### src/rtl/ha_ow_reader_if.sv
// ha_ow_reader_if: valid/ready token stream from a solution output wrapper
// into the reader.
//   in_data  : token payload, DATA_BW bits
//   in_valid : source has a token this cycle
//   in_ready : reader accepts this cycle
// Modports: master = token source, slave = reader.
interface ha_ow_reader_if #(
    parameter int unsigned DATA_BW = 32
) ();
    logic [DATA_BW-1:0] in_data;
    logic               in_valid;
    logic               in_ready;

    modport master (
        output in_data,
        output in_valid,
        input  in_ready
    );

    modport slave (
        input  in_data,
        input  in_valid,
        output in_ready
    );
endinterface

### src/rtl/ha_ow_reader.sv
// ha_ow_reader: output-end reader for a DSE solution stream.
// Accepts tokens over a valid/ready stream into a small FIFO, counts a
// host-programmed frame of tokens, pulses done at the end of the frame and
// lets the host read captured tokens back one per request.
//
// Ports:
//   clk, rst           : clock, synchronous active-low reset
//   src (slave)        : in_data / in_valid / in_ready token stream
//   start, cfg_len     : frame start pulse and frame length (tokens)
//   busy, done         : frame running / one-cycle end-of-frame pulse
//   tok_cnt            : tokens accepted in the current or last frame
//   rd_en              : host read request
//   rd_data, rd_valid  : registered read data and its one-cycle strobe
//   count, empty, full : FIFO occupancy and flags
//   checksum           : XOR of tokens accepted in the frame
//
// Build option: define HA_OWR_CHECKSUM_EN to build the checksum register;
// otherwise checksum is tied to zero.
module ha_ow_reader #(
    parameter int unsigned DATA_BW = 32,
    parameter int unsigned DEPTH   = 8,
    parameter int unsigned ADDR_BW = 3
) (
    input  logic               clk,
    input  logic               rst,
    ha_ow_reader_if.slave      src,
    input  logic               start,
    input  logic [15:0]        cfg_len,
    output logic               busy,
    output logic               done,
    output logic [15:0]        tok_cnt,
    input  logic               rd_en,
    output logic [DATA_BW-1:0] rd_data,
    output logic               rd_valid,
    output logic [ADDR_BW:0]   count,
    output logic               empty,
    output logic               full,
    output logic [DATA_BW-1:0] checksum
);

    localparam int unsigned CNT_BW = ADDR_BW + 1;
    localparam int unsigned LEN_BW = 16;

    typedef enum logic [1:0] {
        S_IDLE = 2'd0,
        S_RUN  = 2'd1,
        S_DONE = 2'd2
    } state_t;

    state_t              state;
    state_t              state_nxt;
    logic                busy_nxt;
    logic                done_nxt;

    logic [LEN_BW-1:0]   len_q;
    logic [ADDR_BW-1:0]  wr_ptr;
    logic [ADDR_BW-1:0]  rd_ptr;
    logic [CNT_BW-1:0]   count_nxt;
    logic [DATA_BW-1:0]  mem [DEPTH];

    logic                in_ready_int;
    logic                accept;
    logic                rd_fire;
    logic                start_take;
    logic                last_accept;

    // Ready depends only on registered state and the registered full flag.
    assign in_ready_int = (state == S_RUN) && !full;
    assign src.in_ready = in_ready_int;

    assign accept      = src.in_valid && in_ready_int;
    assign rd_fire     = rd_en && !empty;
    assign start_take  = (state == S_IDLE) && start;
    assign last_accept = accept && ((tok_cnt + LEN_BW'(1)) == len_q);

    // State register.
    always_ff @(posedge clk) begin
        if (!rst) begin
            state <= S_IDLE;
            busy  <= 1'b0;
            done  <= 1'b0;
        end else begin
            state <= state_nxt;
            busy  <= busy_nxt;
            done  <= done_nxt;
        end
    end

    // Next-state decode; busy/done are registered from the next state.
    always_comb begin
        state_nxt = state;
        busy_nxt  = 1'b0;
        done_nxt  = 1'b0;
        unique case (state)
            S_IDLE: begin
                if (start) begin
                    state_nxt = (cfg_len == LEN_BW'(0)) ? S_DONE : S_RUN;
                end
            end
            S_RUN: begin
                if (last_accept) begin
                    state_nxt = S_DONE;
                end
            end
            S_DONE: begin
                state_nxt = S_IDLE;
            end
            default: begin
                state_nxt = S_IDLE;
            end
        endcase
        busy_nxt = (state_nxt == S_RUN);
        done_nxt = (state_nxt == S_DONE);
    end

    // Occupancy: a simultaneous accept and read leaves count unchanged.
    always_comb begin
        count_nxt = count;
        unique case ({accept, rd_fire})
            2'b10:   count_nxt = count + CNT_BW'(1);
            2'b01:   count_nxt = count - CNT_BW'(1);
            default: count_nxt = count;
        endcase
    end

    // Frame length latch and token counter.
    always_ff @(posedge clk) begin
        if (!rst) begin
            len_q   <= '0;
            tok_cnt <= '0;
        end else if (start_take) begin
            len_q   <= cfg_len;
            tok_cnt <= '0;
        end else if (accept) begin
            tok_cnt <= tok_cnt + LEN_BW'(1);
        end
    end

    // Storage is not reset; contents persist across frames.
    always_ff @(posedge clk) begin
        if (accept) begin
            mem[wr_ptr] <= src.in_data;
        end
    end

    // Pointers, occupancy flags and the registered read port.
    always_ff @(posedge clk) begin
        if (!rst) begin
            wr_ptr   <= '0;
            rd_ptr   <= '0;
            count    <= '0;
            empty    <= 1'b1;
            full     <= 1'b0;
            rd_data  <= '0;
            rd_valid <= 1'b0;
        end else begin
            if (accept) begin
                wr_ptr <= wr_ptr + ADDR_BW'(1);
            end
            if (rd_fire) begin
                rd_data <= mem[rd_ptr];
                rd_ptr  <= rd_ptr + ADDR_BW'(1);
            end
            rd_valid <= rd_fire;
            count    <= count_nxt;
            empty    <= (count_nxt == CNT_BW'(0));
            full     <= (count_nxt == CNT_BW'(DEPTH));
        end
    end

`ifdef HA_OWR_CHECKSUM_EN
    logic [DATA_BW-1:0] csum_q;

    // Running XOR of accepted tokens, cleared at each frame start.
    always_ff @(posedge clk) begin
        if (!rst) begin
            csum_q <= '0;
        end else if (start_take) begin
            csum_q <= '0;
        end else if (accept) begin
            csum_q <= csum_q ^ src.in_data;
        end
    end

    assign checksum = csum_q;
`else
    assign checksum = '0;
`endif

endmodule

### src/flat_wrapper.sv
// flat-port wrapper written by rule: the top's interface ports become plain ports
module ha_ow_reader_flat 
#(
    parameter int unsigned DATA_BW = 32,
    parameter int unsigned DEPTH   = 8,
    parameter int unsigned ADDR_BW = 3
)
  (clk, rst, start, cfg_len, busy, done, tok_cnt, rd_en, rd_data, rd_valid, count, empty, full, checksum, src_in_data, src_in_valid, src_in_ready);
  ha_ow_reader_if #(.DATA_BW(DATA_BW)) src_i ();
  input  logic clk;
  input  logic rst;
  input  logic start;
  input  logic [15:0] cfg_len;
  output logic busy;
  output logic done;
  output logic [15:0] tok_cnt;
  input  logic rd_en;
  output logic [DATA_BW-1:0] rd_data;
  output logic rd_valid;
  output logic [ADDR_BW:0] count;
  output logic empty;
  output logic full;
  output logic [DATA_BW-1:0] checksum;
  input wire logic [$bits(src_i.in_data)-1:0] src_in_data;
  input wire logic [$bits(src_i.in_valid)-1:0] src_in_valid;
  output wire logic [$bits(src_i.in_ready)-1:0] src_in_ready;
  assign src_i.in_data = src_in_data;
  assign src_i.in_valid = src_in_valid;
  assign src_in_ready = src_i.in_ready;
  ha_ow_reader #(.DATA_BW(DATA_BW), .DEPTH(DEPTH), .ADDR_BW(ADDR_BW)) u_core (.clk(clk), .rst(rst), .src(src_i), .start(start), .cfg_len(cfg_len), .busy(busy), .done(done), .tok_cnt(tok_cnt), .rd_en(rd_en), .rd_data(rd_data), .rd_valid(rd_valid), .count(count), .empty(empty), .full(full), .checksum(checksum));
endmodule
### config.mk
export PLATFORM = sky130hd
export DESIGN_NAME = ha_ow_reader_flat
export DESIGN_NICKNAME = d
export VERILOG_FILES = /design/src/rtl/ha_ow_reader_if.sv /design/src/rtl/ha_ow_reader.sv /design/src/flat_wrapper.sv
export SDC_FILE = /design/constraint.sdc
export NUM_CORES = 1
export LEC_CHECK = 0
export ABC_AREA = 0
export CORE_UTILIZATION = 55
export CTS_BUF_LIST = sky130_fd_sc_hd__clkbuf_4
export CTS_CLUSTER_DIAMETER = 100
export DETAILED_ROUTE_END_ITERATION = 10
export GPL_TIMING_DRIVEN = 0
export PLACE_DENSITY = 0.87
export REMOVE_ABC_BUFFERS = 1
export SLEW_MARGIN = 40
export SYNTH_ARGS = -nofsm -noshare
export SYNTH_HDL_FRONTEND = slang
export SYNTH_SLANG_ARGS = --single-unit
### constraint.sdc
create_clock -name clk -period 13.1 [get_ports clk]
set_input_delay 1.965 -clock clk [delete_from_list [all_inputs] [get_ports clk]]
set_output_delay 1.965 -clock clk [all_outputs]
set_load 0.02 [all_outputs]
* Word level (Yosys, flattened, before mapping)
Memory sizes are Yosys's and may differ from the RTL's. A register that Yosys moved wholly into a read port is not among the register bits.
Cells that the tools add are included.
** Word-level totals
- Latch bits :: 0
- Logic and storage cells :: 44
- Memories :: 1
- ROM bits :: 0
- Bits of input ports :: 53
- Register bits after elaboration :: 49
- Bits in writable memories :: 256
** Memory list
- u_core.mem :: depth 8, width 32, read ports 1, clocked after memory_dff 1, wr ports 1, RTL line ha_ow_reader.sv:59 : logic [DATA_BW-1:0] mem [DEPTH];
** Cells by class
- Shift operators :: 0
- $add $sub $neg :: 5
- Mux-type cells :: 7
- Multipliers :: 0
- Magnitude comparators :: 0
- Bitwise logic cells :: 1
- Reductions and logical operators :: 12
- Equal/unequal tests :: 7
- Div/mod/pow operators :: 0
** Operators with widths (count)
- adder 16 x 1 -> 16 bit, second input constant :: 1
- == test 16 bit :: 1
- logical NOT 16 bit :: 1
- case mux 4 bit (2 select lines) :: 1
- adder 3 x 1 -> 3 bit, second input constant :: 2
- == test 2 x 1 -> 1 bit, second input constant :: 3
- 2-to-1 mux 2 bit :: 3
- logical AND 1 bit :: 5
- adder 4 x 1 -> 4 bit, second input constant :: 1
- == test 2 bit, second input constant :: 2
- == test 4 bit, second input constant :: 1
- logical NOT 4 bit :: 1
- case mux 2 bit (2 select lines) :: 1
- subtractor 4 x 1 -> 4 bit, second input constant :: 1
- logical NOT 1 bit :: 3
- logical NOT 2 bit :: 1
- 2-to-1 mux 1 bit :: 2
- OR reduction 2 bit :: 1
- NOT 1 bit :: 1

* Logic depth before layout (Yosys ltp)
Gate-level depths: netlist of the first run.
- Depth in word-level cells :: 7
- Gate-level depth with buffers :: 14

* Worst setup path before layout of the first run
No wires, ideal clock.
- Path type :: input-to-reg
- Start point :: input src_in_valid
- End point :: memory u_core.mem[0][0] (enable)
- Required time :: 12599 ps
- Path slack :: 7089 ps
- Stages on the path :: 5
- Buffers on the path :: 2
- Data arrival time :: 5509 ps
- Path through :: and2_4 buf_12 inv_6 clkbuf_1 nor4_1
** On the way
- Word-level cells in the longest chain between the ends :: 3
** Ends and longest elaborated chain
- start: declaration :: RTL line flat_wrapper.sv:25 : input wire logic [$bits(src_i.in_valid)-1:0] src_in_valid;
- logical AND 1 bit :: RTL line ha_ow_reader.sv:71 : assign accept = src.in_valid && in_ready_int;
- 2-to-1 mux 1 bit :: RTL line ha_ow_reader.sv:141 : if (accept) begin
- 2-to-1 mux 1 bit (implied by the code) :: RTL line ha_ow_reader.sv:142 : mem[wr_ptr] <= src.in_data;
- end: declaration :: RTL line ha_ow_reader.sv:59
No other way between the ends.

* Worst setup path after layout of the first run
- Start point :: register u_core.tok_cnt[2]
- End point :: output tok_cnt[2]
** RTL lines
- start: declaration :: RTL line ha_ow_reader.sv:31 : output logic [15:0] tok_cnt,
- start signal: assignment :: RTL line ha_ow_reader.sv:135 : tok_cnt <= tok_cnt + LEN_BW'(1);
- end: declaration :: RTL line flat_wrapper.sv:16 : output logic [15:0] tok_cnt;
No word-level cell between the ends.

==> results.md, run 1 <==
* Status: complete, no violations
* Worst Path Max Fanout at 10
* Gr ovfl total at 0
* Worst min path class: register to register
* Type of destination of the critical path: output port
* Most frequent cell after synthesis: edfxtp_1
* GR Util All Layers at 22.6%
* DP Area at approximately 15,000 sq um
* DR iter-0 viols at 542
* Hold buffers post-CTS at 0
* Crit Path Class: register to output port
* Avg Inst Size Synth at roughly 16 sq um
* Final routed DRC violation total at 0
* Worst-Skew Late Latency at 0.72 ns
* Clock Tree Root: clkbuf_4
* Maxcap violations at 0
* Horiz. Die Dim at 158 microns
* Total detailed-routing wirelength at about 27,000 microns
* Clk_skew at ~0.045 ns
* Design area at between 15,000 and 20,000 sq um
* Tightest Pin Transition at 0.614 ns
* #FFs+latches synth at 337
* Pre-Repair DR Iteration Count at 5
* RSZ-0062 raised after global routing: no
* Die area at approximately 25,000 sq um
* Register area share after synthesis at 69.7%
* # IOs at 143
* Multi-input logic area at between 3000 and 4000 sq um
* Relative slew margins at slightly below 60%
* Initial core utilization at between 50 and 60%
* Setup_tns at 0 ns
* Core area at 23,600 sq um
* CP startpoint kind: register
* Hold depth at 2
* CP top delay family: buffers and inverters
* Vias in the first global route at around 7.7k
* Final setup vio count at 0
* Final HPWL DP at roughly 18,000 microns
* Worst-path clk slew at 0.06 ns
* Post-Place Setup Slack at about 8.6 ns
* Antenna cells at 0
* Area delta synth->final at 21.4%
* Crit path buffers/inverters at 1
* Share of cells above drive strength 1 at between 20% and 30%
* Reg2Reg Setup Slack at about 10 ns
* Final net count at 1,087
* H-tree Lvls at 3
* PwrDens at around 150 nW/um^2
* Wire per inst at about 19 microns
* CP peak stage delay at roughly 0.69 ns
* Global-route wire length before repair at just over 40,000 microns
* Crit path depth at 1
* Data arrival time of the worst path at a little under 2 ns
* Period utilization at 29.9%
* Worst-case clock buffer depth at 3
* Die Y at 158 microns
* Syn Inst Count at 826
* Crit-path slowest cell: clkdlybuf4s50_1
* WP data required at around 11 ns
* Count of input and output buffers at 110
* Fill count at approximately 1.5k
* Async set or reset register ratio after synthesis at 0%
* Top FF cell, synth: edfxtp_1
* Top cell type's share of synthesized area at between 50% and 60%
* Inserted Clock Buffers at between 80 and 90
* Post CTS Setup Buffer Count at 0
* Yosys warns at 0
* Final Max Slew Viols at 0
* Critical Path, Cell by Cell: clkdlybuf4s50_1
* Largest net degree at the start of global routing at 62
* Setup WS post-layout at ~9 ns
* Period minus WS final at just under 4 ns
* Fmax at 255 MHz
* Post-synth top cells: 256 x edfxtp_1, 81 x dfxtp_1, 68 x nor2_1
* Num Clock Sinks at roughly 340
* Storage element area at a little over 9000 sq um
* Mapped Area at ~13,000 sq um
* Cells on worst reg2reg path at 8
* Post_cts resized at 0
* Initial antenna violation count at 0
* Synth area leader: edfxtp_1
* Final-report hold violation count at 0
* Count of cell types in the netlist at 48
* Max IR drop VDD at 0.120 mV
* Vias at 7,744
* Area contributors post-synth: edfxtp_1 58%, dfxtp_1 12%, mux4_2 11%
* Antenna-violating nets left at 0
* Post-synth EDFFs at around 260
* # rows at 56
* Placer Congestion at slightly above 0.8
* Pleak at 5.36 nW
* Vias per inst at approximately 5.5
* CTS tree: done
-- registers in the layout, summed over array words and instances (netlist names), 2 cells and up --
name            cells
u_core.mem        256
u_core.state        2
u_core.rd_data     32
u_core.tok_cnt     16
u_core.len_q       16
u_core.rd_ptr       3
u_core.count        4
u_core.wr_ptr       3
-- path summary, 6_finish.rpt --
kind,from,to
max,u_core.tok_cnt[2],tok_cnt[2]
min,u_core.len_q[15],u_core.len_q[15]
max reg2reg,u_core.tok_cnt[0],u_core.state[0]
min reg2reg,u_core.len_q[15],u_core.len_q[15]
-- placed cells by master, fill, tap and decap left out, drive strengths merged, types with 2 or more instances in the layout --
cell type      netlist  final
and2                 3      3
a21oi               30     30
nor2                68     68
dfxtp               81     81
nand4                6      6
nand3                7      7
xor2                19     19
clkinvlp             0      2
mux2i               34     34
nand2               57     57
conb                 1     32
ha                   6      6
nor4                10     10
o21ai                6      6
o21a                 3      3
nor3                10     10
xnor2               22     22
nor3b                3      3
edfxtp             256    256
mux4                64     64
nand2b               4      4
clkbuf              28    120
and3                 2      2
clkinv               1     26
clkdlybuf4s50        0    110
or2                  3      3
or3                  4      4
inv                  5      7
a211oi              32     32
o22ai                2      2
buf                 49     52
-- report_power, final --
| group | internal [W] | switching (W) | total (W) |
|---|---|---|---|
| clock network | 0.000447 | 0.000415 | 0.000862 |
| registers | 0.00119 | 0.0000311 | 0.00122 |
| logic | 0.000189 | 0.000185 | 0.000373 |
| total | 0.00182 | 0.000631 | 0.00245 |
-- logic make-up after synthesis --
kind of cell	synth area share [%]
flip-flops	69.7
AO/OA/AOI/OAI	3.81
adder cells (fa/ha/maj)	0.712
multiplexers	13.3
XOR/XNOR	2.69
other	0.0281
AND/OR/NAND/NOR	6.22
buffers and inverters	3.49
-- through the flow --
step | instances | total power, W | utilization, % | hold WS [ns]
floorplan | 780 | 0.00147 | - | 0.448
global placement | 1209 | 0.00160 | 61.5 | 0.456
detailed placement | 1261 | 0.00162 | 64.1 | 0.465
CTS | 1411 | 0.00248 | 68.6 | 0.476
global route | 1411 | 0.00256 | 68.6 | 0.499
finish | 1411 | 0.00245 | 68.6 | 0.473
-- layer usage --
metal  track usage, %  up-vias  wire length (microns)
li1                 -     3555                      -
met1             27.6     3793                  10900
met2             39.0      355                  14000
met3             5.45       41                   2020
met4             8.18        0                    442
met5                0        -                      0
-- cell type report --
| cell class | count | share of cell area, % |
|---|---|---|
| well taps | 319 | 2.46 |
| inverters | 6 | 0.201 |
| clock inverters | 30 | 1.05 |
| multi-input cells | 437 | 23.1 |
| clock buffers | 120 | 5.56 |
| repair buffers | 162 | 10.1 |
| flip-flops and latches | 337 | 57.5 |
No activity file was read; power rests on OpenSTA's default activity.
==> run 2: changes to the inputs <==
--- a/config.mk
+++ b/config.mk
@@ -6,7 +6,7 @@
 export NUM_CORES = 1
 export LEC_CHECK = 0
 export ABC_AREA = 0
-export CORE_UTILIZATION = 55
+export CORE_UTILIZATION = 53
 export CTS_BUF_LIST = sky130_fd_sc_hd__clkbuf_4
 export CTS_CLUSTER_DIAMETER = 100
 export DETAILED_ROUTE_END_ITERATION = 10
==> constraint.sdc (replaced) <==
create_clock -name clk -period 3.1 [get_ports clk]
set_input_delay 0.465 -clock clk [delete_from_list [all_inputs] [get_ports clk]]
set_output_delay 0.465 -clock clk [all_outputs]
set_load 0.02 [all_outputs]
==> results.md, run 2 (same netlist as run 1, synthesis figures left out) <==
* Final setup vio count at 0
* Post_cts resized at 0
* Relative slew margins at 57.1%
* Final HPWL DP at about 18,000 microns
* Status: complete, no violations
* Type of destination of the critical path: register
* Horiz. Die Dim at ~160 microns
* Most frequent cells in the layout: 256 x edfxtp_1, 115 x clkbuf_4, 110 x clkdlybuf4s50_1
* Global-route wire length before repair at 41,700 microns
* Antenna cells at 0
* Data arrival time of the worst path at between 3 and 4 ns
* Worst-path clk slew at ~0.07 ns
* Vias at a little under 8k
* Commonest non-fill, non-tap cell in the layout: edfxtp_1
* Vias per inst at ~5.4
* # IOs at approximately 140
* Clock Tree Root: clkbuf_4
* Max IR drop VDD at ~0.56 mV
* DP Area at between 15,000 and 20,000 sq um
* Post CTS Setup Buffer Count at 0
* Wire per inst at around 19 microns
* Multi-input logic area at between 3000 and 4000 sq um
* Count of input and output buffers at 110
* Inserted Clock Buffers at 83
* RSZ-0062 raised after global routing: no
* Critical Path Source: u_core.tok_cnt[0]
* Period minus WS final at between 2 and 3 ns
* Antenna-violating nets left at 0
* Die area at 25,800 sq um
* Share of cells above drive strength 1 at around 24%
* Final-report hold violation count at 0
* H-tree Lvls at 3
* CP startpoint kind: register
* Crit Path Class: register to register
* Biggest register: u_core.mem
* Worst Path Max Fanout at 7
* Vias in the first global route at about 8k
* Final net count at roughly 1.1k
* Setup_tns at 0 ns
* Max FFs per register at between 200 and 300
* CTS tree: done
* WP data required at around 3.6 ns
* Core area at between 20,000 and 25,000 sq um
* PwrDens at around 640 nW/um^2
* Fill count at between 1.5k and 2k
* Worst min path class: input port to register
* Storage element area at roughly 9300 sq um
* Pleak at 5.34 nW
* Worst-case clock buffer depth at 3
* Largest net degree at the start of global routing at 62
* Die Y at between 150 and 200 microns
* Area delta synth->final at 21.3%
* Period utilization at a little over four fifths
* Clk_skew at roughly 0.025 ns
* Initial core utilization at a little over half
* Hold wc startpoint: cfg_len[9]
* Initial antenna violation count at 0
* Worst-Skew Late Latency at just under 0.7 ns
* Hold buffers post-CTS at 0
* Largest regs: u_core.mem: 256 flops, u_core.rd_data: 32 flops
* Tightest Pin Transition at approximately 0.64 ns
* Final routed DRC violation total at 0
* Num Clock Sinks at 337
* GR Util All Layers at a little over a fifth
* Fmax at ~390 MHz
* Pre-Repair DR Iteration Count at 6
* DR iter-0 viols at slightly above 600
* Total detailed-routing wirelength at around 27,000 microns
* Worst R2R Start: u_core.tok_cnt[0]
* # rows at 57
* Placer Congestion at 0.816
* Maxcap violations at 0
* Design area at 16,200 sq um
* Gr ovfl total at 0
* Final Max Slew Viols at 0
-- run 2: changes by cell type in the layout (fill, tap and decap cells not counted) --
cell | before | now
bufinv_16 | 1 | 2
buf_6 | 1 | 0
buf_16 | 6 | 4
buf_4 | 21 | 27
buf_2 | 18 | 13
clkinv_1 | 20 | 27
clkinv_2 | 3 | 2
clkbuf_4 | 120 | 115
buf_8 | 2 | 3
-- run 2: worst max-delay path, stage by stage, from the launching register on --
cell and delay, ns:
dfxtp_1 0.48, ha_1 0.34, nand3_2 0.14, or3_1 0.46, o21ai_0 0.20, o2111ai_1 0.17
a2111oi_2 0.30, and4_4 0.29, nor4_1 0.06
-- run 2: routing by layer --
layer	GRT usage, %	vias up	share of wire (%)	wire length [microns]
li1	-	3558	-	-
met1	26.2	3779	40	10700
met2	36.9	326	51	13700
met3	5.40	43	7.9	2130
met4	8.40	0	1.6	433
met5	0	-	0	0
-- run 2: through the flow --
stage	std cells	total power, W	hold WS (ns)	setup WS, ns	utilization, %
6_report	1417	0.0104	0.365	0.508	66.0
2_1_floorplan	780	0.00623	0.448	-1.59	-
3_5_place_dp	1265	0.00682	0.466	0.224	61.6
4_1_cts	1417	0.0105	0.304	0.514	66.0
3_3_place_gp	1214	0.00677	0.458	-4.94	59.3
5_1_grt	1417	0.0109	0.315	0.344	66.0
-- run 2: final timing paths --
check	endpoint	slack [ns]	depth (start not counted)
setup / recovery	u_core.busy	0.51	8
hold / removal	u_core.len_q[9]	0.37	3
setup reg to reg	u_core.busy	0.51	8
hold reg to reg	u_core.len_q[11]	0.48	2
-- run 2: power by group --
group | internal [W] | total, W | switching (W)
clock | 0.00192 | 0.00368 | 0.00177
combinational | 0.000786 | 0.00153 | 0.000749
sequential | 0.00502 | 0.00518 | 0.000165
-- run 2: area by class of cell --
cell class	count	share of cell area, %
well taps	324	2.50
repair buffers	161	9.90
multi-input cells	437	23.2
clock buffers	115	5.33
clock inverters	37	1.37
inverters	6	0.201
flip-flops and latches	337	57.5
==> run 3: changes to the inputs <==
--- a/config.mk
+++ b/config.mk
@@ -6,7 +6,7 @@
 export NUM_CORES = 1
 export LEC_CHECK = 0
 export ABC_AREA = 0
-export CORE_UTILIZATION = 53
+export CORE_UTILIZATION = 55
 export CTS_BUF_LIST = sky130_fd_sc_hd__clkbuf_4
 export CTS_CLUSTER_DIAMETER = 100
 export DETAILED_ROUTE_END_ITERATION = 10
==> constraint.sdc (replaced) <==
create_clock -name clk -period 2.52 [get_ports clk]
set_input_delay 0.378 -clock clk [delete_from_list [all_inputs] [get_ports clk]]
set_output_delay 0.378 -clock clk [all_outputs]
set_load 0.02 [all_outputs]
==> results.md, run 3 (same netlist as run 1, synthesis figures left out) <==
* Status: complete, no violations
* CP startpoint kind: register
* Clock Tree Root: clkbuf_4
* Relative slew margins at around three fifths
* Final setup vio count at 0
* Placer Congestion at about 0.82
* Storage element area at ~9300 sq um
* PwrDens at roughly 800 nW/um^2
* Pleak at around 5.4 nW
* Area delta synth->final at 22.0%
* Data arrival time of the worst path at about 2.9 ns
* Core area at about 24,000 sq um
* Design area at 16,300 sq um
* Setup WS post-layout at ~0.13 ns
* GR Util All Layers at around 23%
* Period minus WS final at between 2 and 2.5 ns
* Final routed DRC violation total at 0
* Share of cells above drive strength 1 at between 20% and 30%
* Period utilization at approximately 95%
* Worst Path Max Fanout at 7
* Final-report hold violation count at 0
* Initial core utilization at 56.6%
* Commonest non-fill, non-tap cell in the layout: edfxtp_1
* Total Power at 0.0128 W
* Antenna-violating nets left at 0
* Antenna cells at 0
* WP data required at approximately 3 ns
* Pre-Repair DR Iteration Count at 5
* Final HPWL DP at approximately 18,000 microns
* Worst-Skew Late Latency at slightly above 0.7 ns
* Num Clock Sinks at about 340
* Die Y at about 160 microns
* Total detailed-routing wirelength at ~27,000 microns
* Hold buffers post-CTS at 0
* Worst-path clk slew at 0.06 ns
* Max FFs per register at 256
* DP Area at ~15,000 sq um
* Count of input and output buffers at 110
* RSZ-0062 raised after global routing: yes
* Worst R2R Start: u_core.tok_cnt[0]
* Gr ovfl total at 0
* Dpl cells at approximately 1.3k
* Final Max Slew Viols at 0
* Critical Path Source: u_core.tok_cnt[0]
* Crit Path Class: register to register
* CP Capture Point: u_core.state[0]
* Global-route wire length before repair at 41,400 microns
* Cells on worst reg2reg path at 8
* Worst min path class: input port to register
* # rows at 56
* Fin cells at between 1k and 1.5k
* Largest net degree at the start of global routing at 62
* Inserted Clock Buffers at between 80 and 90
* Setup_tns at 0 ns
* Reg2Reg Setup Slack at ~0.13 ns
* # IOs at roughly 140
* Horiz. Die Dim at between 150 and 200 microns
* Critical Path, Cell by Cell: ha_4 -> nand3_2 -> or3_1 -> o21ai_0 -> o2111ai_1 -> a2111oi_2 -> and4_4 -> nor4_1
* Vias at 7,743
* Initial antenna violation count at 0
* Maxcap violations at 0
* Vias in the first global route at ~7.7k
* Final net count at approximately 1.1k
* CP peak stage delay at ~0.47 ns
* CTS tree: done
* Multi-input logic area at roughly 3800 sq um
* Biggest register: u_core.mem
* Most frequent cells in the layout: 256 x edfxtp_1, 120 x clkbuf_4, 110 x clkdlybuf4s50_1
* Fill count at 1,530
* Fmax at 419 MHz
* Type of destination of the critical path: register
* Largest regs: u_core.mem: 256 flops, u_core.rd_data: 32 flops
* H-tree Lvls at 3
* Die area at ~25,000 sq um
* Clk_skew at 0.0471 ns
* Post-Place Setup Slack at -0.381 ns
* Vias per inst at roughly 5.5
* Max IR drop VDD at 0.619 mV
* Wire per inst at a little under 20 microns
* Tightest Pin Transition at 0.580 ns
* DR iter-0 viols at about 530
* Crit-path slowest cell: or3_1
* Worst reg2reg endpoint: u_core.state[0]
* Worst-case clock buffer depth at 3
-- run 3: final cells by class --
| class | count | share of cell area, % |
|---|---|---|
| multi-input combinational | 437 | 23.3 |
| clock inverter | 30 | 1.04 |
| inverter | 6 | 0.200 |
| clock buffer | 120 | 5.53 |
| tap | 319 | 2.45 |
| sequential | 337 | 57.3 |
| timing repair buffer | 166 | 10.2 |
-- run 3: what timing repair did --
item                       4_1_cts  5_1_grt
resized for setup                4        9
setup endpoints to repair       16       13
buffers inserted                 1        3
pin swaps                        1        4
-- run 3: per-stage QoR --
stage	hold slack, ns	utilization, %
after floorplan	0.448	-
after global placement	0.456	61.5
after detailed placement	0.465	64.1
after CTS	0.229	68.7
after global routing	0.268	69.0
final	0.284	69.0
-- run 3: how the worst min path moves through the flow --
stage                      from               end  slack (ns)  cells past startpoint
6_report             cfg_len[5]   u_core.len_q[5]        0.28                      3
3_5_place_dp    u_core.len_q[8]   u_core.len_q[8]        0.46                      2
4_1_cts              cfg_len[6]   u_core.len_q[6]        0.23                      3
5_1_grt              cfg_len[2]   u_core.len_q[2]        0.27                      3
2_1_floorplan  u_core.len_q[12]  u_core.len_q[12]        0.45                      2
3_3_place_gp    u_core.len_q[7]   u_core.len_q[7]        0.46                      2
-- run 3: routing by layer --
layer,track usage [%],vias to the layer above,share of wire (%)
met5,0,-,0
met4,8.18,0,1.5
met3,5.45,39,7.7
met2,38.9,334,52
met1,27.6,3815,39
li1,-,3555,-
-- run 3: power by group --
group	internal (W)	switching (W)	leakage [nW]	total, W
Combinational	0.000989	0.000962	1.77	0.00195
Sequential	0.00617	0.000163	2.97	0.00634
Clock	0.00232	0.00215	0.627	0.00448
Total	0.00949	0.00328	5.37	0.0128
-- run 3: worst max-delay path: cells and delay by family, from the launching register on --
kind | cells | cell delay, ns
simple gates | 4 | 0.92
compound gates | 3 | 0.68
flops | 1 | 0.43
fa+ha+maj | 1 | 0.21
